**config.mk**
```make
export PLATFORM = sky130hd
export DESIGN_NAME = cpc_bus_cycle_ctl_flat
export DESIGN_NICKNAME = d
export VERILOG_FILES = /design/src/rtl/cpc_bus_cycle_ctl_pkg.sv /design/src/rtl/cpc_bus_cycle_ctl_if.sv /design/src/rtl/cpc_bus_cycle_ctl_timer.sv /design/src/rtl/cpc_bus_cycle_ctl.sv /design/src/flat_wrapper.sv
export SDC_FILE = /design/constraint.sdc
export NUM_CORES = 1
export LEC_CHECK = 0
export ABC_CLOCK_PERIOD_IN_PS = 3050
export CAP_MARGIN = 30
export CORE_MARGIN = 2
export CORE_UTILIZATION = 45
export DETAILED_ROUTE_END_ITERATION = 16
export PLACE_DENSITY = 0.83
export SYNTH_ARGS = -nofsm -noshare
export SYNTH_HDL_FRONTEND = slang
export SYNTH_HIERARCHICAL = 1
export SYNTH_SLANG_ARGS = --single-unit
export TNS_END_PERCENT = 10
```
**constraint.sdc**
```tcl
create_clock -name clk -period 3.05 [get_ports clk]
set_input_delay 0.61 -clock clk [delete_from_list [all_inputs] [get_ports clk]]
set_output_delay 0.61 -clock clk [all_outputs]
set_load 0.005 [all_outputs]
```
**src/rtl/cpc_bus_cycle_ctl_pkg.sv**
```systemverilog
// Shared types and constants for the CPC Z80 bus cycle tracker.
package cpc_bus_pkg;

    typedef enum logic [2:0] {
        ST_IDLE    = 3'd0,
        ST_MEM     = 3'd1,
        ST_RFSH    = 3'd2,
        ST_IO      = 3'd3,
        ST_IO_DONE = 3'd4,
        ST_ERR     = 3'd5
    } bus_state_e;

    // data[7:6] codes of a 0x7Fxx gate-array style config write
    localparam logic [1:0] CFG_RAM = 2'b11;
    localparam logic [1:0] CFG_ROM = 2'b10;

    localparam int TIMEOUT_DEF = 15;

endpackage

```
**src/rtl/cpc_bus_cycle_ctl_if.sv**
```systemverilog
// Raw Z80 bus strobes, address and data as seen by the CPLD.
interface cpc_bus_cycle_ctl_if;
    logic       mreq_b;
    logic       iorq_b;
    logic       rd_b;
    logic       wr_b;
    logic       rfsh_b;
    logic       m1_b;
    logic       adr15;
    logic       adr8;
    logic [7:0] data;

    modport master (output mreq_b, iorq_b, rd_b, wr_b, rfsh_b, m1_b, adr15, adr8, data);
    modport slave  (input  mreq_b, iorq_b, rd_b, wr_b, rfsh_b, m1_b, adr15, adr8, data);
endinterface

```
**src/rtl/cpc_bus_cycle_ctl_timer.sv**
```systemverilog
// Saturating cycle-length counter; term fires on the clock the count reaches TIMEOUT.
module cpc_cycle_timer #(
    parameter int CNT_W   = 4,
    parameter int TIMEOUT = 15
) (
    input  logic clk,
    input  logic reset,
    input  logic clr,
    input  logic en,
    output logic term
);
    localparam logic [CNT_W-1:0] TERM_M1 = CNT_W'(TIMEOUT - 1);
    localparam logic [CNT_W-1:0] CNT_MAX = '1;

    logic [CNT_W-1:0] cnt;

    always_ff @(posedge clk) begin
        if (reset || clr)
            cnt <= '0;
        else if (en && cnt != CNT_MAX)
            cnt <= cnt + CNT_W'(1);
    end

    assign term = en && !clr && (cnt == TERM_M1);

endmodule

```
**src/rtl/cpc_bus_cycle_ctl.sv**
```systemverilog
// Z80 bus cycle classifier: memory-cycle qualifiers, 0x7Fxx config strobes,
// bus timeout detection and DIP capture during reset.
module cpc_bus_cycle_ctl
    import cpc_bus_pkg::*;
#(
    parameter int TIMEOUT = TIMEOUT_DEF,
    parameter int CNT_W   = 4
) (
    input  logic                       clk,
    input  logic                       reset,
    cpc_bus_cycle_ctl_if.slave         bus,
    input  logic [3:0]                 dip,
    output logic [3:0]                 dip_q,
    output logic                       mem_cyc,
    output logic                       mwr_cyc,
    output logic                       mwr_win,
    output logic                       ram_cfg_stb,
    output logic                       rom_cfg_stb,
    output logic [7:0]                 cfg_data,
    output logic                       cfg_adr8,
    output logic                       bus_err
);

    bus_state_e state, state_nxt;
    logic       busy, tmo, io_hit, stb;
    logic       mem_cyc_nxt, mwr_cyc_nxt, mwr_win_nxt;
    logic       ram_stb_nxt, rom_stb_nxt, bus_err_nxt, cfg_adr8_nxt;
    logic [7:0] cfg_data_nxt;

    assign busy = (state == ST_MEM) || (state == ST_RFSH) ||
                  (state == ST_IO)  || (state == ST_IO_DONE);

    // Count is held clear for the whole idle period, so it restarts on every IDLE exit
    cpc_cycle_timer #(.CNT_W(CNT_W), .TIMEOUT(TIMEOUT)) u_timer (
        .clk   (clk),
        .reset (reset),
        .clr   (state == ST_IDLE),
        .en    (busy),
        .term  (tmo)
    );

    always_ff @(posedge clk) begin
        if (reset) begin
            state       <= ST_IDLE;
            mem_cyc     <= 1'b0;
            mwr_cyc     <= 1'b0;
            mwr_win     <= 1'b0;
            ram_cfg_stb <= 1'b0;
            rom_cfg_stb <= 1'b0;
            cfg_data    <= '0;
            cfg_adr8    <= 1'b0;
            bus_err     <= 1'b0;
        end else begin
            state       <= state_nxt;
            mem_cyc     <= mem_cyc_nxt;
            mwr_cyc     <= mwr_cyc_nxt;
            mwr_win     <= mwr_win_nxt;
            ram_cfg_stb <= ram_stb_nxt;
            rom_cfg_stb <= rom_stb_nxt;
            cfg_data    <= cfg_data_nxt;
            cfg_adr8    <= cfg_adr8_nxt;
            bus_err     <= bus_err_nxt;
        end
    end

    // DIP pins become address outputs once reset drops, so only sample them in reset
    always_ff @(posedge clk) begin
        if (reset)
            dip_q <= dip;
    end

    always_comb begin
        state_nxt = state;
        case (state)
            ST_IDLE: begin
                if (!bus.mreq_b)
                    state_nxt = bus.rfsh_b ? ST_MEM : ST_RFSH;
                else if (!bus.iorq_b)
                    state_nxt = bus.m1_b ? ST_IO : ST_IO_DONE;
            end
            ST_MEM, ST_RFSH: begin
                if (tmo)              state_nxt = ST_ERR;
                else if (bus.mreq_b)  state_nxt = ST_IDLE;
            end
            ST_IO: begin
                if (tmo)              state_nxt = ST_ERR;
                else if (bus.iorq_b)  state_nxt = ST_IDLE;
                else if (!bus.wr_b)   state_nxt = ST_IO_DONE;
            end
            ST_IO_DONE: begin
                if (tmo)              state_nxt = ST_ERR;
                else if (bus.iorq_b)  state_nxt = ST_IDLE;
            end
            ST_ERR: begin
                if (bus.mreq_b && bus.iorq_b) state_nxt = ST_IDLE;
            end
            default: state_nxt = ST_IDLE;
        endcase
    end

    assign io_hit = !bus.wr_b && !bus.adr15 && bus.data[7];
    // Decode only on the single IO -> IO_DONE transition, so one strobe per cycle at most
    assign stb    = (state == ST_IO) && (state_nxt == ST_IO_DONE) && io_hit;

    always_comb begin
        mem_cyc_nxt  = (state_nxt == ST_MEM);
        mwr_cyc_nxt  = (state_nxt == ST_MEM) && (mwr_cyc || (!bus.mreq_b && bus.rd_b));
        mwr_win_nxt  = (state == ST_MEM) && (state_nxt == ST_MEM) && (mwr_win || !bus.wr_b);
        ram_stb_nxt  = stb && (bus.data[7:6] == CFG_RAM);
        rom_stb_nxt  = stb && (bus.data[7:6] == CFG_ROM);
        cfg_data_nxt = stb ? bus.data : cfg_data;
        cfg_adr8_nxt = stb ? bus.adr8 : cfg_adr8;
        bus_err_nxt  = bus_err || (state_nxt == ST_ERR);
    end

endmodule

```
**src/flat_wrapper.sv**
```systemverilog
// flat-port wrapper written by rule: the top's interface ports become plain ports
module cpc_bus_cycle_ctl_flat import cpc_bus_pkg::*;
#(
    parameter int TIMEOUT = TIMEOUT_DEF,
    parameter int CNT_W   = 4
)
  (clk, reset, dip, dip_q, mem_cyc, mwr_cyc, mwr_win, ram_cfg_stb, rom_cfg_stb, cfg_data, cfg_adr8, bus_err, bus_mreq_b, bus_iorq_b, bus_rd_b, bus_wr_b, bus_rfsh_b, bus_m1_b, bus_adr15, bus_adr8, bus_data);
  cpc_bus_cycle_ctl_if bus_i ();
  input  logic clk;
  input  logic reset;
  input  logic [3:0] dip;
  output logic [3:0] dip_q;
  output logic mem_cyc;
  output logic mwr_cyc;
  output logic mwr_win;
  output logic ram_cfg_stb;
  output logic rom_cfg_stb;
  output logic [7:0] cfg_data;
  output logic cfg_adr8;
  output logic bus_err;
  input wire logic [$bits(bus_i.mreq_b)-1:0] bus_mreq_b;
  input wire logic [$bits(bus_i.iorq_b)-1:0] bus_iorq_b;
  input wire logic [$bits(bus_i.rd_b)-1:0] bus_rd_b;
  input wire logic [$bits(bus_i.wr_b)-1:0] bus_wr_b;
  input wire logic [$bits(bus_i.rfsh_b)-1:0] bus_rfsh_b;
  input wire logic [$bits(bus_i.m1_b)-1:0] bus_m1_b;
  input wire logic [$bits(bus_i.adr15)-1:0] bus_adr15;
  input wire logic [$bits(bus_i.adr8)-1:0] bus_adr8;
  input wire logic [$bits(bus_i.data)-1:0] bus_data;
  assign bus_i.mreq_b = bus_mreq_b;
  assign bus_i.iorq_b = bus_iorq_b;
  assign bus_i.rd_b = bus_rd_b;
  assign bus_i.wr_b = bus_wr_b;
  assign bus_i.rfsh_b = bus_rfsh_b;
  assign bus_i.m1_b = bus_m1_b;
  assign bus_i.adr15 = bus_adr15;
  assign bus_i.adr8 = bus_adr8;
  assign bus_i.data = bus_data;
  cpc_bus_cycle_ctl #(.TIMEOUT(TIMEOUT), .CNT_W(CNT_W)) u_core (.clk(clk), .reset(reset), .bus(bus_i), .dip(dip), .dip_q(dip_q), .mem_cyc(mem_cyc), .mwr_cyc(mwr_cyc), .mwr_win(mwr_win), .ram_cfg_stb(ram_cfg_stb), .rom_cfg_stb(rom_cfg_stb), .cfg_data(cfg_data), .cfg_adr8(cfg_adr8), .bus_err(bus_err));
endmodule
```
Yosys cells after proc, flatten, opt, wreduce, memory -nomap -nowiden
Cells that the tools add are included.

word-level totals
  bits in registers = 26

cells by class
  $add $sub $neg = 1
  equal/unequal tests = 12
  mux-type cells = 13
  reduce and logical (&&, ||, !) cells = 27

operators with widths
  cell                                           count
  2-to-1 mux 3 bit                               11
  one-hot mux 3 bit (5 select lines)             1
  logical AND 1 bit                              14
  == test 3 bit, second input constant           4
  logical OR 1 bit                               7
  == test 3 x 1 -> 1 bit, second input constant  2
  == test 3 x 2 -> 1 bit, second input constant  2
  adder 4 x 1 -> 4 bit, second input constant    1
  == test 2 bit, second input constant           2
  == test 4 bit, second input constant           1
  logical NOT 1 bit                              4
  inequality test 4 bit, second input constant   1
  logical NOT 3 bit                              1
  2-to-1 mux 2 bit                               1
  OR reduction 2 bit                             1

Longest topological paths before layout
  word-level depth = 12
  depth in mapped cells = 11
  depth with buffers taken out = 9

Modules after synthesis
The synthesis kept the hierarchy.

by module, submodules not included
  module             times used  cells an instance  area each (um2)  sequential area each (um2)
  cpc_bus_cycle_ctl  1           101                1024.7           480.5
  cpc_cycle_timer    1           25                 221.5            80.1

Worst setup path after synthesis
Ideal clock, no wire load.

  kind = register -> register
  start point = register u_core.state[0]
  end point = register u_core.cfg_adr8
  data arrival time = 2.192 ns
  required time = 2.978 ns
  setup slack = 0.786 ns
  cell stages (with the launch flop) = 12
  buffers on the path = 2
  period minus slack after synthesis = 2.264 ns
  cell sequence = dfxtp_1 buf_2 o21ai_0 nor2b_1 nand4_1 nor2_1 o21ai_0 o41a_1 and3_1 nor3_2 buf_6 mux2i_1

on the way
  cells in the longest elaborated chain, start to end = 11

ends and longest elaborated chain
  item                                                              line                                                                       text
  start, declared                                                   cpc_bus_cycle_ctl.sv:24                                                    bus_state_e state, state_nxt;
  start signal, assigned                                            cpc_bus_cycle_ctl.sv:54                                                    state <= state_nxt;
  == test 3 x 1 -> 1 bit or == test 3 x 2 -> 1 bit (tied branches)  cpc_bus_cycle_ctl.sv:30                                                    assign busy = (state == ST_MEM) || (state == ST_RFSH) ||
  logical OR 1 bit (2 in series)                                    cpc_bus_cycle_ctl.sv:30
  logical OR 1 bit (*)                                              cpc_bus_cycle_ctl.sv:31                                                    (state == ST_IO) || (state == ST_IO_DONE);
  via u_core.busy                                                   cpc_bus_cycle_ctl.sv:25                                                    logic busy, tmo, io_hit, stb;
  logical AND 1 bit (*) (2 in series)                               cpc_bus_cycle_ctl_timer.sv:24                                              assign term = en && !clr && (cnt == TERM_M1);
  via u_core.tmo                                                    cpc_bus_cycle_ctl.sv:25
  2-to-1 mux 3 bit (on tied branches)                               cpc_bus_cycle_ctl.sv:91, cpc_bus_cycle_ctl.sv:82, cpc_bus_cycle_ctl.sv:86
  one-hot mux 3 bit (5 select lines) (*)                            cpc_bus_cycle_ctl.sv:74                                                    case (state)
  == test 3 bit (*)                                                 cpc_bus_cycle_ctl.sv:103                                                   assign stb = (state == ST_IO) && (state_nxt == ST_IO_DONE) && io_hit;
  logical AND 1 bit (*) (2 in series)                               cpc_bus_cycle_ctl.sv:103
  end signal, assigned                                              cpc_bus_cycle_ctl.sv:61                                                    cfg_adr8 <= cfg_adr8_nxt;
  end, declared                                                     cpc_bus_cycle_ctl.sv:20                                                    output logic cfg_adr8,

Mark *: on every way through the listed nets, which the timed path passes. The rest lies on a longest branch.
A chain may end at the register's enable or synchronous reset.

Worst setup path after layout
  start point = register u_core.state[2]
  end point = register u_core.cfg_adr8

Same word-level chain as after synthesis.

==> metrics.yaml <==
drive_above_1_share: 0.0719
setup_violations: 0
antenna_found_initial: 0
yosys_warnings: 6
track_usage: 0.182
grt_start_max_net_pins: 32
coreArea_mm2: 0.00269
seq_area_frac_synth: 0.450
startpoint_type: "flop"
whs_path_depth: 2
root_buffer: "clkbuf_4"
fmax_mhz: 380
drtIter0Drc: 18
ys_ff_latch: 26
final_common_cell: "clkdlybuf4s50_1"
p_switching_mw: 0.163
hp-class: "reg2reg"
seqCellArea_um2: 561
cts_inserted_buffers: 3
multi_input_area_um2: 619
die_height_um: 56.6
clk-insertion-delay-late_ns: 0.31
clock-sinks: 26
mostFrequentLayoutCells: "clkdlybuf4s50_1 (40), dfxtp_1 (22), nand2b_1 (16), inv_1 (9), mux2i_1 (9)"
cts_hold_buf: 0
cts.clk_slew.worst_paths_ns: 0.12
p_leak_nw: 0.606
cts_tree: "yes"
period_minus_slack_ns: 2.63
syn_inst: 126
drc_errors: 0
p_per_area_mw_per_mm2: 374
gp_congestion: 0.968
syn-cell-area_mm2: 0.00125
clockBufferDepth: 2
hpwlAfterDp_um: 2080
post_drt_via_cell_ratio: 5.41
cp.arrival_ns: 2.87
internal_power_mw: 0.472
yosys.cell_types.count: 38
ff2ff_path_depth: 10
postCtsSetupRepairBufs: 0
cp.required_ns: 3.29
die_area_mm2: 0.00321
finClkSkew_ns: 0.00958
area_growth_pct: 36.2
synthArstFlopShare: 0
final_area_mm2: 0.00170
postRouteAntennaNets: 0
pin_count: 41
fp.dieW_um: 56.6
clkPwrFrac: 0.223
syn_avg_cell_area_um2: 9.89
hold_start: "u_core/mwr_win"
synth_edf_count: 4
antenna_cells: 0
swShare: 0.257
path_max_fanout: 11
detail_route.wl_per_cell_um: 13.6
status: "finished, final reports clean"
finalMaxSlewViolations: 0
first_pass_iters: 4
grt_overflow: 0
h-tree-depth: 1
grt_setup_unrepaired: "no"
finalSetupTns_ns: 0
grt_pass1_vias: 1069
num_vias: 1072
max-cap-violations: 0
p_comb_frac: 0.188
postPlaceCellArea_mm2: 0.00167
num-nets-final: 192
worstMarginPinSlew_ns: 0.504
cp-end-kind: "flop"
regToRegStartpoint: "u_core/state[2]"
rows: 19
initial_core_util: 0.464
ys.flop_type: "dfxtp_1"
crit_start: "u_core/state[2]"
synth_nets: 150
finalWirelength_um: 2680
path_class: "reg2reg"
nFillCells: 233
io_buffers: 40
fin_crit_sh: 0.862
vdd_drop_max_v: 0.000267
relSlewSlack: 0.662
total_power_mw: 0.636
seq_power_share: 0.589
cts.repair.resized: 0
hold_viol: 0
grt_pass1_wl_um: 4510
-- worst paths after layout --
kind | end | slack, ns
setup / recovery | u_core/cfg_adr8 | 0.42
hold / removal | u_core/mwr_win | 0.48
setup reg to reg | u_core/cfg_adr8 | 0.42
hold reg to reg | u_core/mwr_win | 0.48
-- registers in the layout, summed over array words and instances, names as in the netlist --
register	count
u_core/cfg_data	8
u_core/dip_q	4
u_core/u_timer/cnt	4
u_core/state	3
u_core/bus_err	1
u_core/cfg_adr8	1
u_core/mem_cyc	1
u_core/mwr_cyc	1
u_core/mwr_win	1
u_core/ram_cfg_stb	1
u_core/rom_cfg_stb	1
-- power groups by stage --
stage | sequential (mW) | combinational, mW | clock [mW]
finish | 0.374 | 0.120 | 0.142
global placement | 0.381 | 0.114 | 0
detailed placement | 0.382 | 0.119 | 0
global route | 0.377 | 0.130 | 0.164
CTS | 0.374 | 0.119 | 0.147
floorplan | 0.376 | 0.0651 | 0
-- cell usage after synthesis (all sizes together), types with 2 or more instances --
| cell | count | share of area |
|---|---|---|
| dfxtp | 22 | 0.35 |
| nand2b | 16 | 0.080 |
| inv | 10 | 0.030 |
| mux2i | 9 | 0.072 |
| nor2b | 7 | 0.035 |
| nor2 | 6 | 0.018 |
| a21oi | 5 | 0.020 |
| edfxtp | 4 | 0.096 |
| o21ai | 4 | 0.016 |
| a2111oi | 3 | 0.028 |
| buf | 3 | 0.017 |
| nand2 | 3 | 0.0090 |
| nand3 | 3 | 0.012 |
| nor3 | 3 | 0.020 |
| o2111ai | 3 | 0.021 |
| o211ai | 3 | 0.018 |
| and3 | 2 | 0.010 |
| and3b | 2 | 0.014 |
| clkbuf | 2 | 0.0060 |
| ha | 2 | 0.020 |
| nand4 | 2 | 0.010 |
-- critical path, cell delays in order (launching register included) --
cell and delay [ns]:
dfxtp_1 0.55, nor3_2 0.17, nor2b_1 0.40, nand4_1 0.15, nor2_1 0.25, o21ai_0 0.15
o41a_1 0.15, and3_1 0.16, nor3_2 0.15, buf_4 0.23, mux2i_1 0.20
-- routing by layer --
metal | part of all wire | track usage | vias up
met5 | 0 | 0 | -
met4 | 0.016 | 0.0952 | 0
met3 | 0.064 | 0.0484 | 4
met2 | 0.50 | 0.302 | 35
met1 | 0.42 | 0.212 | 499
li1 | - | - | 534
-- area by class of cell --
type	count	share of cell area
clock inverters	1	0.00221
well taps	31	0.0228
multi-input cells	85	0.365
inverters	10	0.0221
flip-flops and latches	26	0.330
clock buffers	3	0.0133
repair buffers	42	0.245
-- metrics by stage --
step / setup WS, ns / cells / hold slack [ns] / util
6_report: 0.421 / 198 / 0.478 / 0.632
5_1_grt: 0.153 / 198 / 0.493 / 0.632
4_1_cts: 0.462 / 198 / 0.480 / 0.632
3_5_place_dp: 0.508 / 194 / 0.462 / 0.622
3_3_place_gp: 0.567 / 194 / 0.458 / 0.622
2_1_floorplan: 0.786 / 126 / 0.457 / -
-- cells by family after synthesis --
kind of cell / synth area share
simple gates: 0.247
flops: 0.450
compound gates: 0.142
buf+inv: 0.0532
mux: 0.0813
fa+ha+maj: 0.0201
xor+xnor: 0.00703
Note: power is estimated with default switching activity, not from simulation.
